File: config.mk
export PLATFORM = sky130hd
export DESIGN_NAME = multicycle_controller
export DESIGN_NICKNAME = d
export VERILOG_FILES = /design/src/rtl/multicycle_controller_pkg.sv /design/src/rtl/multicycle_controller_cond_logic.sv /design/src/rtl/multicycle_controller.sv
export SDC_FILE = /design/constraint.sdc
export NUM_CORES = 1
export LEC_CHECK = 0
export BUFFER_PORTS_ARGS = -buffer_cell sky130_fd_sc_hd__buf_2
export CAP_MARGIN = 20
export CORE_AREA = 2 2 39 41
export CTS_BUF_LIST = sky130_fd_sc_hd__clkbuf_4 sky130_fd_sc_hd__clkbuf_8
export DETAILED_ROUTE_END_ITERATION = 12
export DIE_AREA = 0 0 41 43
export PLACE_DENSITY = 0.79
export RECOVER_POWER = 25
export SLEW_MARGIN = 20
export SYNTH_ARGS = -nofsm -noshare
export SYNTH_HDL_FRONTEND = slang
export SYNTH_SLANG_ARGS = --single-unit
export TNS_END_PERCENT = 50
File: constraint.sdc
create_clock -name clk -period 1.6 [get_ports clk]
set_input_delay 0.16 -clock clk [delete_from_list [all_inputs] [get_ports clk]]
set_output_delay 0.16 -clock clk [all_outputs]
set_load 0.02 [all_outputs]
File: src/rtl/multicycle_controller_pkg.sv
`default_nettype none
// ============================================================================
// Module   : multicycle_controller_pkg
// Purpose  : Shared state, opcode, ALU-command and condition-code definitions
//            for the multicycle controller and its condition logic.
// Revision : 1.0  initial release
// ============================================================================
package multicycle_controller_pkg;

  typedef enum logic [3:0] {
    FETCH, DECODE, MEMADR, MEMRD, MEMWB, MEMWR, EXECUTER, EXECUTEI, ALUWB, BRANCH
  } state_t;

  localparam logic [1:0] c_op_dp   = 2'b00;
  localparam logic [1:0] c_op_mem  = 2'b01;
  localparam logic [1:0] c_op_br   = 2'b10;
  localparam logic [1:0] c_op_none = 2'b11;

  localparam logic [1:0] c_alu_add = 2'b00;
  localparam logic [1:0] c_alu_sub = 2'b01;
  localparam logic [1:0] c_alu_and = 2'b10;
  localparam logic [1:0] c_alu_orr = 2'b11;

  // funct[4:1] data-processing command codes
  localparam logic [3:0] c_fn_add = 4'b0100;
  localparam logic [3:0] c_fn_sub = 4'b0010;
  localparam logic [3:0] c_fn_and = 4'b0000;
  localparam logic [3:0] c_fn_orr = 4'b1100;
  localparam logic [3:0] c_fn_cmp = 4'b1010;

  localparam logic [3:0] c_cond_eq = 4'b0000;
  localparam logic [3:0] c_cond_ne = 4'b0001;
  localparam logic [3:0] c_cond_cs = 4'b0010;
  localparam logic [3:0] c_cond_cc = 4'b0011;
  localparam logic [3:0] c_cond_mi = 4'b0100;
  localparam logic [3:0] c_cond_pl = 4'b0101;
  localparam logic [3:0] c_cond_vs = 4'b0110;
  localparam logic [3:0] c_cond_vc = 4'b0111;
  localparam logic [3:0] c_cond_hi = 4'b1000;
  localparam logic [3:0] c_cond_ls = 4'b1001;
  localparam logic [3:0] c_cond_ge = 4'b1010;
  localparam logic [3:0] c_cond_lt = 4'b1011;
  localparam logic [3:0] c_cond_gt = 4'b1100;
  localparam logic [3:0] c_cond_le = 4'b1101;
  localparam logic [3:0] c_cond_al = 4'b1110;

  // flags are ordered {N,Z,C,V}; the reserved code 1111 never executes
  function automatic logic cond_eval(input logic [3:0] cond, input logic [3:0] flags);
    logic n, z, c, v, r;
    {n, z, c, v} = flags;
    case (cond)
      c_cond_eq: r = z;
      c_cond_ne: r = ~z;
      c_cond_cs: r = c;
      c_cond_cc: r = ~c;
      c_cond_mi: r = n;
      c_cond_pl: r = ~n;
      c_cond_vs: r = v;
      c_cond_vc: r = ~v;
      c_cond_hi: r = c & ~z;
      c_cond_ls: r = ~c | z;
      c_cond_ge: r = (n == v);
      c_cond_lt: r = (n != v);
      c_cond_gt: r = ~z & (n == v);
      c_cond_le: r = z | (n != v);
      c_cond_al: r = 1'b1;
      default:   r = 1'b0;
    endcase
    return r;
  endfunction

endpackage
`default_nettype wire

File: src/rtl/multicycle_controller_cond_logic.sv
`default_nettype none
// ============================================================================
// Module   : multicycle_controller_cond_logic
// Purpose  : Condition evaluation and {N,Z,C,V} flag register. Present only
//            when COND_EXEC_EN is defined; otherwise every instruction executes.
// Revision : 1.0  initial release
// ============================================================================
module multicycle_controller_cond_logic
  import multicycle_controller_pkg::*;
(
  input  logic       clk,
  input  logic       reset,
  input  logic [3:0] cond,
  input  logic [3:0] alu_flags,
  input  logic       flag_upd,
  input  logic       cv_upd,
  output logic       cond_ok
);

`ifdef COND_EXEC_EN
  logic [3:0] r_flags;
  logic       w_cond_ok;

  assign w_cond_ok = cond_eval(cond, r_flags);
  assign cond_ok   = w_cond_ok;

  // N,Z follow every flag-setting op; C,V only arithmetic ones
  always_ff @(posedge clk or posedge reset) begin
    if (reset) begin
      r_flags <= 4'b0000;
    end else if (flag_upd && w_cond_ok) begin
      r_flags[3:2] <= alu_flags[3:2];
      if (cv_upd) r_flags[1:0] <= alu_flags[1:0];
    end
  end
`else
  logic w_unused_ok;
  assign w_unused_ok = ^{clk, reset, cond, alu_flags, flag_upd, cv_upd};
  assign cond_ok     = 1'b1;
`endif

endmodule
`default_nettype wire

File: src/rtl/multicycle_controller.sv
`default_nettype none
// ============================================================================
// Module   : multicycle_controller
// Purpose  : Multicycle ARM-subset main FSM, ALU decode and write gating.
//            Conditional execution enabled by defining COND_EXEC_EN.
// Revision : 1.0  initial release
// ============================================================================
module multicycle_controller
  import multicycle_controller_pkg::*;
(
  input  logic       clk,
  input  logic       reset,
  input  logic [3:0] cond,
  input  logic [1:0] op,
  input  logic [5:0] funct,
  input  logic [3:0] rd,
  input  logic [3:0] alu_flags,
  output logic       pc_write,
  output logic       ir_write,
  output logic       reg_write,
  output logic       mem_write,
  output logic       adr_src,
  output logic       alu_src_a,
  output logic [1:0] alu_src_b,
  output logic [1:0] result_src,
  output logic [1:0] imm_src,
  output logic [1:0] reg_src,
  output logic [1:0] alu_ctl
);

  state_t     r_state;
  logic [1:0] w_dp_ctl;
  logic       w_no_write, w_cv_upd;
  logic       w_next_pc, w_branch, w_reg_w, w_mem_w, w_ir_w, w_exec, w_force_ex;
  logic       w_cond_ok, w_cond_ex, w_nw_eff;

  always_ff @(posedge clk or posedge reset) begin
    if (reset) begin
      r_state <= FETCH;
    end else begin
      case (r_state)
        FETCH:  r_state <= DECODE;
        DECODE: begin
          case (op)
            c_op_mem:  r_state <= MEMADR;
            c_op_dp:   r_state <= funct[5] ? EXECUTEI : EXECUTER;
            c_op_br:   r_state <= BRANCH;
            c_op_none: r_state <= FETCH;
            default:   r_state <= FETCH;
          endcase
        end
        MEMADR:   r_state <= funct[0] ? MEMRD : MEMWR;
        MEMRD:    r_state <= MEMWB;
        EXECUTER: r_state <= ALUWB;
        EXECUTEI: r_state <= ALUWB;
        default:  r_state <= FETCH;
      endcase
    end
  end

  // Unknown commands run as ADD but never write back
  always_comb begin
    w_dp_ctl   = c_alu_add;
    w_no_write = 1'b1;
    w_cv_upd   = 1'b0;
    case (funct[4:1])
      c_fn_add: begin w_dp_ctl = c_alu_add; w_no_write = 1'b0; w_cv_upd = 1'b1; end
      c_fn_sub: begin w_dp_ctl = c_alu_sub; w_no_write = 1'b0; w_cv_upd = 1'b1; end
      c_fn_and: begin w_dp_ctl = c_alu_and; w_no_write = 1'b0; end
      c_fn_orr: begin w_dp_ctl = c_alu_orr; w_no_write = 1'b0; end
      c_fn_cmp: begin w_dp_ctl = c_alu_sub; w_cv_upd = 1'b1; end
      default:  ;
    endcase
  end

  always_comb begin
    w_next_pc  = 1'b0;
    w_branch   = 1'b0;
    w_reg_w    = 1'b0;
    w_mem_w    = 1'b0;
    w_ir_w     = 1'b0;
    w_exec     = 1'b0;
    w_force_ex = 1'b0;
    adr_src    = 1'b0;
    alu_src_a  = 1'b0;
    alu_src_b  = 2'b00;
    result_src = 2'b00;
    alu_ctl    = c_alu_add;
    case (r_state)
      FETCH: begin
        w_ir_w = 1'b1; w_next_pc = 1'b1; w_force_ex = 1'b1;
        alu_src_a = 1'b1; alu_src_b = 2'b10; result_src = 2'b10;
      end
      DECODE: begin
        w_force_ex = 1'b1;
        alu_src_a = 1'b1; alu_src_b = 2'b10; result_src = 2'b10;
      end
      MEMADR:   alu_src_b = 2'b01;
      MEMRD:    adr_src = 1'b1;
      MEMWB:    begin result_src = 2'b01; w_reg_w = 1'b1; end
      MEMWR:    begin adr_src = 1'b1; w_mem_w = 1'b1; end
      EXECUTER: begin alu_ctl = w_dp_ctl; w_exec = 1'b1; end
      EXECUTEI: begin alu_src_b = 2'b01; alu_ctl = w_dp_ctl; w_exec = 1'b1; end
      ALUWB:    w_reg_w = 1'b1;
      BRANCH:   begin alu_src_b = 2'b01; result_src = 2'b10; w_branch = 1'b1; end
      default:  ;
    endcase
  end

  multicycle_controller_cond_logic u_cond_logic (
    .clk       (clk),
    .reset     (reset),
    .cond      (cond),
    .alu_flags (alu_flags),
    .flag_upd  (w_exec & funct[0]),
    .cv_upd    (w_cv_upd),
    .cond_ok   (w_cond_ok)
  );

  // no_write only concerns data-processing; loads always write back
  assign w_nw_eff  = w_no_write & (op == c_op_dp);
  assign w_cond_ex = w_force_ex | w_cond_ok;

  assign pc_write  = ~reset & w_cond_ex & (w_next_pc | w_branch | (w_reg_w & (rd == 4'd15)));
  assign ir_write  = ~reset & w_ir_w;
  assign reg_write = ~reset & w_reg_w & w_cond_ex & ~w_nw_eff;
  assign mem_write = ~reset & w_mem_w & w_cond_ex;
  assign imm_src   = op;
  assign reg_src   = {op == c_op_mem, op == c_op_br};

endmodule
`default_nettype wire

==> results of run 1 <==
==> synth_stat cells (all sizes together) <==
| cell type | count |
|---|---|
| xnor2 | 2 |
| o22ai | 1 |
| nand3 | 1 |
| o311a | 1 |
| nor2b | 5 |
| nand2b | 4 |
| nand4 | 1 |
| or2b | 1 |
| nand2 | 6 |
| nor4 | 1 |
| or2 | 1 |
| dfrtp | 4 |
| a21oi | 4 |
| clkbuf | 2 |
| or3b | 1 |
| o22a | 1 |
| mux2 | 1 |
| o21ai | 2 |
| inv | 2 |
| a211oi | 2 |
| a21o | 1 |
| nor2 | 9 |
| buf | 4 |
| nor3 | 3 |
==> metrics by stage <==
| step | hold WS [ns] | total power [µW] | utilization (%) | setup slack (ns) | instance area (µm²) |
|---|---|---|---|---|---|
| 2_1_floorplan | -0.0739 | 739 | - | 0.0998 | 442 |
| 5_1_grt | 0.210 | 1220 | 47.7 | -0.0746 | 661 |
| 6_report | 0.208 | 1130 | 47.7 | 0.00151 | 661 |
| 4_1_cts | 0.202 | 1090 | 46.0 | -0.0311 | 637 |
| 3_5_place_dp | 0.0810 | 948 | 42.9 | 0.0952 | 594 |
| 3_3_place_gp | 0.0771 | 933 | 42.9 | 0.116 | 594 |
==> power by group through the flow <==
stage	Sequential (µW)	Clock (µW)	Combinational, µW
2_1_floorplan	173	0	567
3_3_place_gp	195	0	738
3_5_place_dp	198	0	750
4_1_cts	197	130	767
5_1_grt	207	136	881
6_report	200	123	810
==> cells by family (layout without fill, tap and decap cells) <==
| logic type | count (synthesis) | count (layout) | synth area share [%] |
|---|---|---|---|
| mux | 1 | 1 | 2.60 |
| flops | 4 | 4 | 23.1 |
| buf+inv | 8 | 39 | 9.83 |
| compound gates | 12 | 12 | 17.9 |
| xor+xnor | 2 | 2 | 4.05 |
| simple gates | 33 | 33 | 42.5 |
==> what timing repair did <==
| action | CTS | global route |
|---|---|---|
| hold buffers | 1 | 0 |
| pin swaps | 2 | 1 |
| hold endpoints to repair | 4 | 0 |
| setup buffers | 1 | 0 |
| gates resized for setup | 1 | 8 |
| gates cloned | 0 | 0 |
| setup endpoints to repair | 1 | 7 |
==> worst max-delay path, cell delays in order, from the launching register on <==
cell,delay (ns)
sky130_fd_sc_hd__dfrtp_1,0.36
sky130_fd_sc_hd__nand2b_4,0.14
sky130_fd_sc_hd__or3b_4,0.40
sky130_fd_sc_hd__nor4_4,0.13
sky130_fd_sc_hd__buf_4,0.18
==> worst max-delay path by stage <==
| stage | end | slack [ns] | cells past startpoint |
|---|---|---|---|
| after floorplan | alu_ctl[1] | 0.1 | 3 |
| after global placement | alu_ctl[1] | 0.12 | 4 |
| after global routing | alu_ctl[1] | -0.07 | 4 |
| after CTS | alu_ctl[1] | -0.03 | 4 |
| final | alu_ctl[1] | 0.002 | 4 |
| after detailed placement | alu_ctl[1] | 0.1 | 4 |
==> metal layers <==
metal  routed length [µm]  share of wire (%)  vias up
li1                     -                  -      262
met1                  498                 44      235
met2                  567                 50       16
met3                   64                5.7        0
met4                    0                  0        0
met5                    0                  0        -
==> final cells by class <==
type / instances / area (µm²)
flip-flops and latches: 4 / 100
well taps: 16 / 20.0
inverters: 2 / 7.51
repair buffers: 34 / 195
clock buffers: 3 / 22.5
multi-input cells: 48 / 315
fillers: 130 / 723
==> impl_metrics.yaml, run 1 <==
synthesis:
  synth_largest_type_area_fraction_pct: 23.1
  synth.avg_cell_area_um2: 7.22
  yosys.cell_types.count: 26
  synth_warnings: 0
  syn-cell-area_um2: 433
  yosysSeqAreaShare_pct: 23.1
  synth_area_leader_cell: "sky130_fd_sc_hd__dfrtp_1"
  synth_area_leaders: "sky130_fd_sc_hd__dfrtp_1 (23%), sky130_fd_sc_hd__nor2_1 (7.8%), sky130_fd_sc_hd__nor2b_1 (7.2%)"
  synthCells: 60
  mappedNetlistNets: 82
  synthesized_flop_and_latch_total: 4
cts:
  clk_root_buffer_cell: "sky130_fd_sc_hd__clkbuf_4"
  cts_tree: "built"
  clk_pin_slew_ns: 0.04
  ctsHtreeMaxLevel: 1
  worstSkewPairLatency_ns: 0.23
  clock_sinks: 4
  cts_buffer_depth: 2
  number_of_buffers_created_by_cts: 3
worst_hold_path:
  worst_min_path_start: "funct[0]"
  hold_crit_path_type: "in -> reg"
  timing.hold.worst_endpoint: "r_state[2]"
  worst_hold_path.num_cells: 3
worst_setup_path:
  crit_path_end_kind: "output pin"
  critical_path.max_fanout: 2
  worst_setup_path_startpoint: "r_state[3]"
  critPathLaunchType: "register"
  crit-reg2reg-launch: "r_state[1]"
  worst_r2r_endpoint: "r_state[1]"
  worstPathArrival_ns: 1.44
  path_class: "reg -> out"
  worstPathRequired_ns: 1.44
  ff2ff_setup_slack_ns: 0.47
  rr_worst_depth: 4
sta:
  unrepaired_setup_endpoints_after_global_routing: "true"
  clock.fmax_mhz: 626
  final_min_period_over_clock_period_pct: 99.9
  period_minus_slack_ns: 1.60
  drv_slew: 0
  clock-skew-final_ns: 0.000575
  setup-violations-final: 0
  relSlewSlack_pct: 77.8
  hold_viol_final: 0
  fin_tns_setup_ns: 0
  worstMarginPinSlew_ns: 0.333
global_route:
  groute.usage.overall_pct: 13.6
  antenna_found_initial: 0
  global_route.peak_usage_layer: "met2"
  gr-usage-met2_pct: 22.5
  grt_first_pass_wirelength_um: 1640
  globalRoute.totalOverflow: 0
  global_route.usage.met3_pct: 3.14
  gr-usage-met1_pct: 15.7
  pin_count_of_the_biggest_net_entering_global_routing: 16
  grt_pass1_vias: 431
finish:
  area.growth.synth_to_final_pct: 52.6
  largest-register: "r_state"
  final_net_count: 115
  n_antenna_cell: 0
  largest_registers: "r_state: 4 flops"
  layout.cells.most_common_list: "sky130_fd_sc_hd__buf_2 (22), sky130_fd_sc_hd__nor2_1 (9), sky130_fd_sc_hd__buf_4 (9)"
  largest_reg_flops: 4
  post_route_cells_drive_above_1_share_pct: 46.2
  mostFrequentLayoutCell: "sky130_fd_sc_hd__buf_2"
  fin_cells: 107
place:
  dp.final_hpwl_um: 873
  routabilityCongestion: 0.740
  placed_cells_incl_taps: 102
  port_buffers: 29
drt:
  drt.antenna.violating_nets: 0
  route.final.wire_length_um: 1130
  detail_route.vias_per_cell: 4.79
  drc_errors_left: 0
  routed_wire_length_per_instance_um: 10.6
  drtIter0Drc: 10
  detail_route.first_pass.iterations: 3
  dr_total_vias: 513
pwr:
  power.sequential.fraction_pct: 17.6
  switching_share_pct: 49.8
  switching_power_uw: 564
  max_rail_drop_vdd_uv: 958
  comb_power_share_pct: 71.5
  cell_internal_pwr_uw: 568
  static-leakage-power_uw: 0.000326
  power.density_nw_per_um2: 1710
  p_clk_share_pct: 10.9
floorplan:
  floorplan.die_area_um2: 1760
  std_cell_rows: 14
  placeableCoreArea_um2: 1380
  chipHeight_um: 43
  die_w_um: 41
  initial_utilization_pct: 31.3
  boundaryPins: 38
outcome:
  status: "complete, no violations"
flow_run:
  max_cap_violations: 0
Note: power is estimated with default switching activity, not from simulation.
==> inputs of run 2 (changes only) <==
Settings changed: GPL_TIMING_DRIVEN set to 0.
==> impl_metrics.yaml, run 2 (synthesis gave the netlist of run 1 again) <==
worst_setup_path:
  worstPathArrival_ns: 1.45
  critPathLaunchType: "register"
  cp.depth: 4
  critical_path.max_fanout: 2
  rr_worst_depth: 3
  path_buf_inv: 1
  crit_path_end_kind: "output pin"
  crit_slowest_cell: "sky130_fd_sc_hd__dfrtp_2"
  critical_path.max_stage_delay_ns: 0.39
  cp_top_family: "simple AND/OR/NAND/NOR gates"
  path_class: "reg -> out"
  path_cells: "nand2b_4, or3b_4, nor4_4, buf_4"
  worstPathRequired_ns: 1.44
sta:
  clock.fmax_mhz: 620
  period_minus_slack_ns: 1.61
  clock-skew-final_ns: 0.00401
  drv_slew: 0
  fin_tns_setup_ns: -0.0118
  postLayoutSetupSlackWorst_ns: -0.0118
  setup-violations-final: 1
  worstMarginPinSlew_ns: 0.337
  hold_slack_ns: 0.216
  hold_viol_final: 0
  unrepaired_setup_endpoints_after_global_routing: "true"
  relSlewSlack_pct: 77.5
  final_min_period_over_clock_period_pct: 101
floorplan:
  floorplan.die_area_um2: 1760
  boundaryPins: 38
  die_w_um: 41
  chipHeight_um: 43
  initial_utilization_pct: 31.3
  std_cell_rows: 14
  placeableCoreArea_um2: 1380
outcome:
  violations: "negative setup slack"
  status: "finished, violations left"
place:
  routabilityCongestion: 0.749
  dp.final_hpwl_um: 862
  placed_cells_incl_taps: 105
  port_buffers: 29
  postPlaceCellArea_um2: 607
global_route:
  grt_pass1_vias: 422
  pin_count_of_the_biggest_net_entering_global_routing: 11
  antenna_found_initial: 0
  grt_first_pass_wirelength_um: 1640
  groute.usage.overall_pct: 13.7
  globalRoute.totalOverflow: 0
finish:
  largest_reg_flops: 4
  n_antenna_cell: 0
  largest-register: "r_state"
  fillCellCount: 139
  post_route_cells_drive_above_1_share_pct: 48.4
  area.growth.synth_to_final_pct: 57.8
  fin_cells: 109
  layout.cells.most_common_list: "sky130_fd_sc_hd__buf_2 (21), sky130_fd_sc_hd__buf_4 (10), sky130_fd_sc_hd__nor2_1 (9)"
  final_net_count: 117
  mostFrequentLayoutCell: "sky130_fd_sc_hd__buf_2"
  largest_registers: "r_state: 4 flops"
  fin_area_um2: 683
pwr:
  power.density_nw_per_um2: 1680
  switching_share_pct: 49.0
  power_uw: 1150
  static-leakage-power_uw: 0.000333
  cell_internal_pwr_uw: 586
  p_clk_share_pct: 10.4
  switching_power_uw: 562
  power.sequential.fraction_pct: 19.4
  comb_power_share_pct: 70.2
  max_rail_drop_vdd_uv: 849
drt:
  drt.antenna.violating_nets: 0
  route.final.wire_length_um: 1140
  detail_route.first_pass.iterations: 4
  detail_route.vias_per_cell: 4.80
  routed_wire_length_per_instance_um: 10.5
  drc_errors_left: 0
  drtIter0Drc: 9
  dr_total_vias: 523
worst_hold_path:
  hold_crit_path_type: "in -> reg"
  worst_hold_path.num_cells: 3
cts:
  worstSkewPairLatency_ns: 0.23
  clk_root_buffer_cell: "sky130_fd_sc_hd__clkbuf_4"
  clock_sinks: 4
  cts_buffer_depth: 2
  number_of_buffers_created_by_cts: 3
  clk_pin_slew_ns: 0.04
  ctsHtreeMaxLevel: 1
  cts_tree: "built"
flow_run:
  max_cap_violations: 0
-- run 2: worst register-to-register path, delay by kind of cell, from the launching register on --
| kind | cells | cell delay [ns] |
|---|---|---|
| compound gates | 1 | 0.22 |
| simple gates | 2 | 0.24 |
| flops | 1 | 0.53 |
-- run 2: timing repair --
item / in CTS / in global routing
hold buffers: 1 / 0
setup buffers: 3 / 0
pin swaps: 3 / 3
endpoints found under the setup margin: 6 / 10
resized for setup: 9 / 7
hold endpoints to repair: 4 / 0
gates cloned: 0 / 0
-- run 2: final cells by class --
type                            instances  area, µm²  area share [%]
Tap cell                               16       20.0            2.93
Inverter                                2       7.51            1.10
Multi-Input combinational cell         48        310            45.4
Buffer                                  3       22.5            3.30
Timing Repair Buffer                   33        198            28.9
Sequential cell                         4        103            15.0
Clock buffer                            3       22.5            3.30
-- run 2: per-layer routing --
metal	part of all wire (%)	track usage [%]
met4	0	6.00
met5	0	0
met2	50	21.3
met1	43	16.3
met3	6.9	4.71
-- run 2: metrics by stage --
step | setup slack, ns | util [%]
after floorplan | 0.0998 | -
after global placement | 0.0190 | 43.9
after detailed placement | -0.00173 | 43.9
after CTS | -0.0472 | 49.4
after global routing | -0.0842 | 49.4
final | -0.0118 | 49.4
-- run 2: path summary, 6_finish.rpt --
kind	endpoint	slack, ns	start
min	r_state[2]	0.22	funct[0]
min reg2reg	r_state[3]	0.57	r_state[3]
min in group asynchronous	r_state[2]	0.42	reset
max reg2reg	r_state[1]	0.55	r_state[0]
max	alu_ctl[1]	-0.01	r_state[3]
max in group asynchronous	r_state[3]	1.02	reset
-- run 2: power groups by stage --
stage / logic (µW) / clock network, µW / registers [µW]
after floorplan: 567 / 0 / 173
after global placement: 753 / 0 / 180
after detailed placement: 771 / 0 / 182
after CTS: 851 / 128 / 173
after global routing: 874 / 142 / 229
final: 806 / 120 / 223
==> inputs of run 3 (changes only) <==
Settings changed: PLACE_DENSITY 0.79 to 0.71.
==> impl_metrics.yaml, run 3 (synthesis gave the netlist of run 1 again) <==
outcome:
  status: "finished, violations left"
  violations: "negative setup slack"
worst_setup_path:
  critPathLaunchType: "register"
  cp.depth: 4
  crit_path_end_kind: "output pin"
  ff2ff_setup_slack_ns: 0.55
  crit_slowest_cell: "sky130_fd_sc_hd__dfrtp_2"
  critical_path.max_stage_delay_ns: 0.39
  critical_path.max_fanout: 4
  cp_top_family: "simple AND/OR/NAND/NOR gates"
  path_cells: "nand2b_4, or3b_4, nor4_4, buf_4"
  path_buf_inv: 1
  crit-reg2reg-launch: "r_state[3]"
  path_class: "reg -> out"
  rr_worst_depth: 3
  worstPathRequired_ns: 1.44
  worst_r2r_endpoint: "r_state[2]"
  worstPathArrival_ns: 1.47
floorplan:
  die_w_um: 41
  chipHeight_um: 43
  std_cell_rows: 14
  initial_utilization_pct: 31.3
  boundaryPins: 38
  placeableCoreArea_um2: 1380
  floorplan.die_area_um2: 1760
finish:
  area.growth.synth_to_final_pct: 55.2
  largest_reg_flops: 4
  fin_cells: 109
  n_antenna_cell: 0
  fin_area_um2: 672
  largest-register: "r_state"
  mostFrequentLayoutCell: "sky130_fd_sc_hd__buf_2"
  final_net_count: 117
  largest_registers: "r_state: 4 flops"
  layout.cells.most_common_list: "sky130_fd_sc_hd__buf_2 (23), sky130_fd_sc_hd__nor2_1 (9), sky130_fd_sc_hd__buf_4 (7)"
  post_route_cells_drive_above_1_share_pct: 47.3
flow_run:
  max_cap_violations: 0
place:
  postPlaceCellArea_um2: 607
  pre_cts_ws_ns: -0.00286
  placed_cells_incl_taps: 105
  routabilityCongestion: 0.727
  dp.final_hpwl_um: 847
  port_buffers: 29
global_route:
  global_route.peak_usage_layer: "met2"
  grt_first_pass_wirelength_um: 1690
  groute.usage.overall_pct: 13.6
  gr-usage-met2_pct: 20.3
  grt_pass1_vias: 418
  global_route.usage.met3_pct: 5.24
  pin_count_of_the_biggest_net_entering_global_routing: 11
  gr-usage-met1_pct: 18.7
  globalRoute.totalOverflow: 0
  antenna_found_initial: 0
cts:
  worstSkewPairLatency_ns: 0.23
  cts_buffer_depth: 2
  cts_tree: "built"
  number_of_buffers_created_by_cts: 3
  ctsHtreeMaxLevel: 1
  clk_root_buffer_cell: "sky130_fd_sc_hd__clkbuf_4"
  clock_sinks: 4
  clk_pin_slew_ns: 0.04
sta:
  clock-skew-final_ns: 0.00205
  hold_viol_final: 0
  worstMarginPinSlew_ns: 0.258
  relSlewSlack_pct: 82.8
  unrepaired_setup_endpoints_after_global_routing: "true"
  setup-violations-final: 1
  drv_slew: 0
  postLayoutSetupSlackWorst_ns: -0.0274
  final_min_period_over_clock_period_pct: 102
  clock.fmax_mhz: 614
  period_minus_slack_ns: 1.63
  hold_slack_ns: 0.222
worst_hold_path:
  timing.hold.worst_endpoint: "r_state[2]"
  hold_crit_path_type: "in -> reg"
  worst_hold_path.num_cells: 3
  worst_min_path_start: "funct[0]"
pwr:
  switching_power_uw: 552
  power.density_nw_per_um2: 1680
  switching_share_pct: 48.8
  p_clk_share_pct: 10.5
  comb_power_share_pct: 73.4
  cell_internal_pwr_uw: 580
  max_rail_drop_vdd_uv: 947
  static-leakage-power_uw: 0.000333
  power.sequential.fraction_pct: 16.1
  power_uw: 1130
drt:
  routed_wire_length_per_instance_um: 9.90
  drt.antenna.violating_nets: 0
  detail_route.vias_per_cell: 4.72
  route.final.wire_length_um: 1080
  dr_total_vias: 514
  drtIter0Drc: 5
  detail_route.first_pass.iterations: 4
  drc_errors_left: 0
==> run 3: how the worst max path moves through the flow <==
stage / startpoint / to
after floorplan: r_state[3] / alu_ctl[1]
after global placement: r_state[3] / alu_ctl[1]
after detailed placement: r_state[3] / alu_ctl[1]
after CTS: r_state[3] / alu_ctl[1]
after global routing: r_state[3] / alu_ctl[1]
final: r_state[3] / alu_ctl[1]
==> run 3: tightest hold or removal path, cell delays in order <==
cell,delay (ns)
sky130_fd_sc_hd__buf_2,0.09
sky130_fd_sc_hd__nand2b_1,0.09
sky130_fd_sc_hd__a21oi_1,0.07
==> run 3: through the flow <==
step | utilization (%) | TNS, ns
5_1_grt | 48.6 | -0.181
6_report | 48.6 | -0.0274
2_1_floorplan | - | 0
4_1_cts | 47.2 | -0.0893
3_5_place_dp | 43.9 | -0.00286
3_3_place_gp | 43.9 | 0
==> run 3: power by group through the flow <==
stage                     combinational, µW  sequential [µW]  clock, µW
after global placement                  755              181          0
final                                   830              182        119
after detailed placement                763              182          0
after floorplan                         567              173          0
after global routing                    905              191        137
after CTS                               794              173        124
==> run 3: metal layers <==
metal / up-vias / part of all wire (%)
li1: 271 / -
met5: - / 0
met3: 0 / 8.3
met2: 23 / 47
met4: 0 / 0
met1: 220 / 44
==> run 3: final cells by class <==
class                      instances  area [µm²]
sequential                         4         103
fill                             142         712
multi-input combinational         48         307
timing repair buffer              31         170
inverter                           2        7.51
clock buffer                       3        22.5
tap                               16        20.0
buffer                             5        42.5
==> run 3: timing repair <==
item	in CTS	in global routing
hold buffers	1	0
gates resized for setup	5	8
pin swaps	2	1
buffers inserted	1	0
endpoints found under the hold margin	4	0
endpoints found under the setup margin	6	8
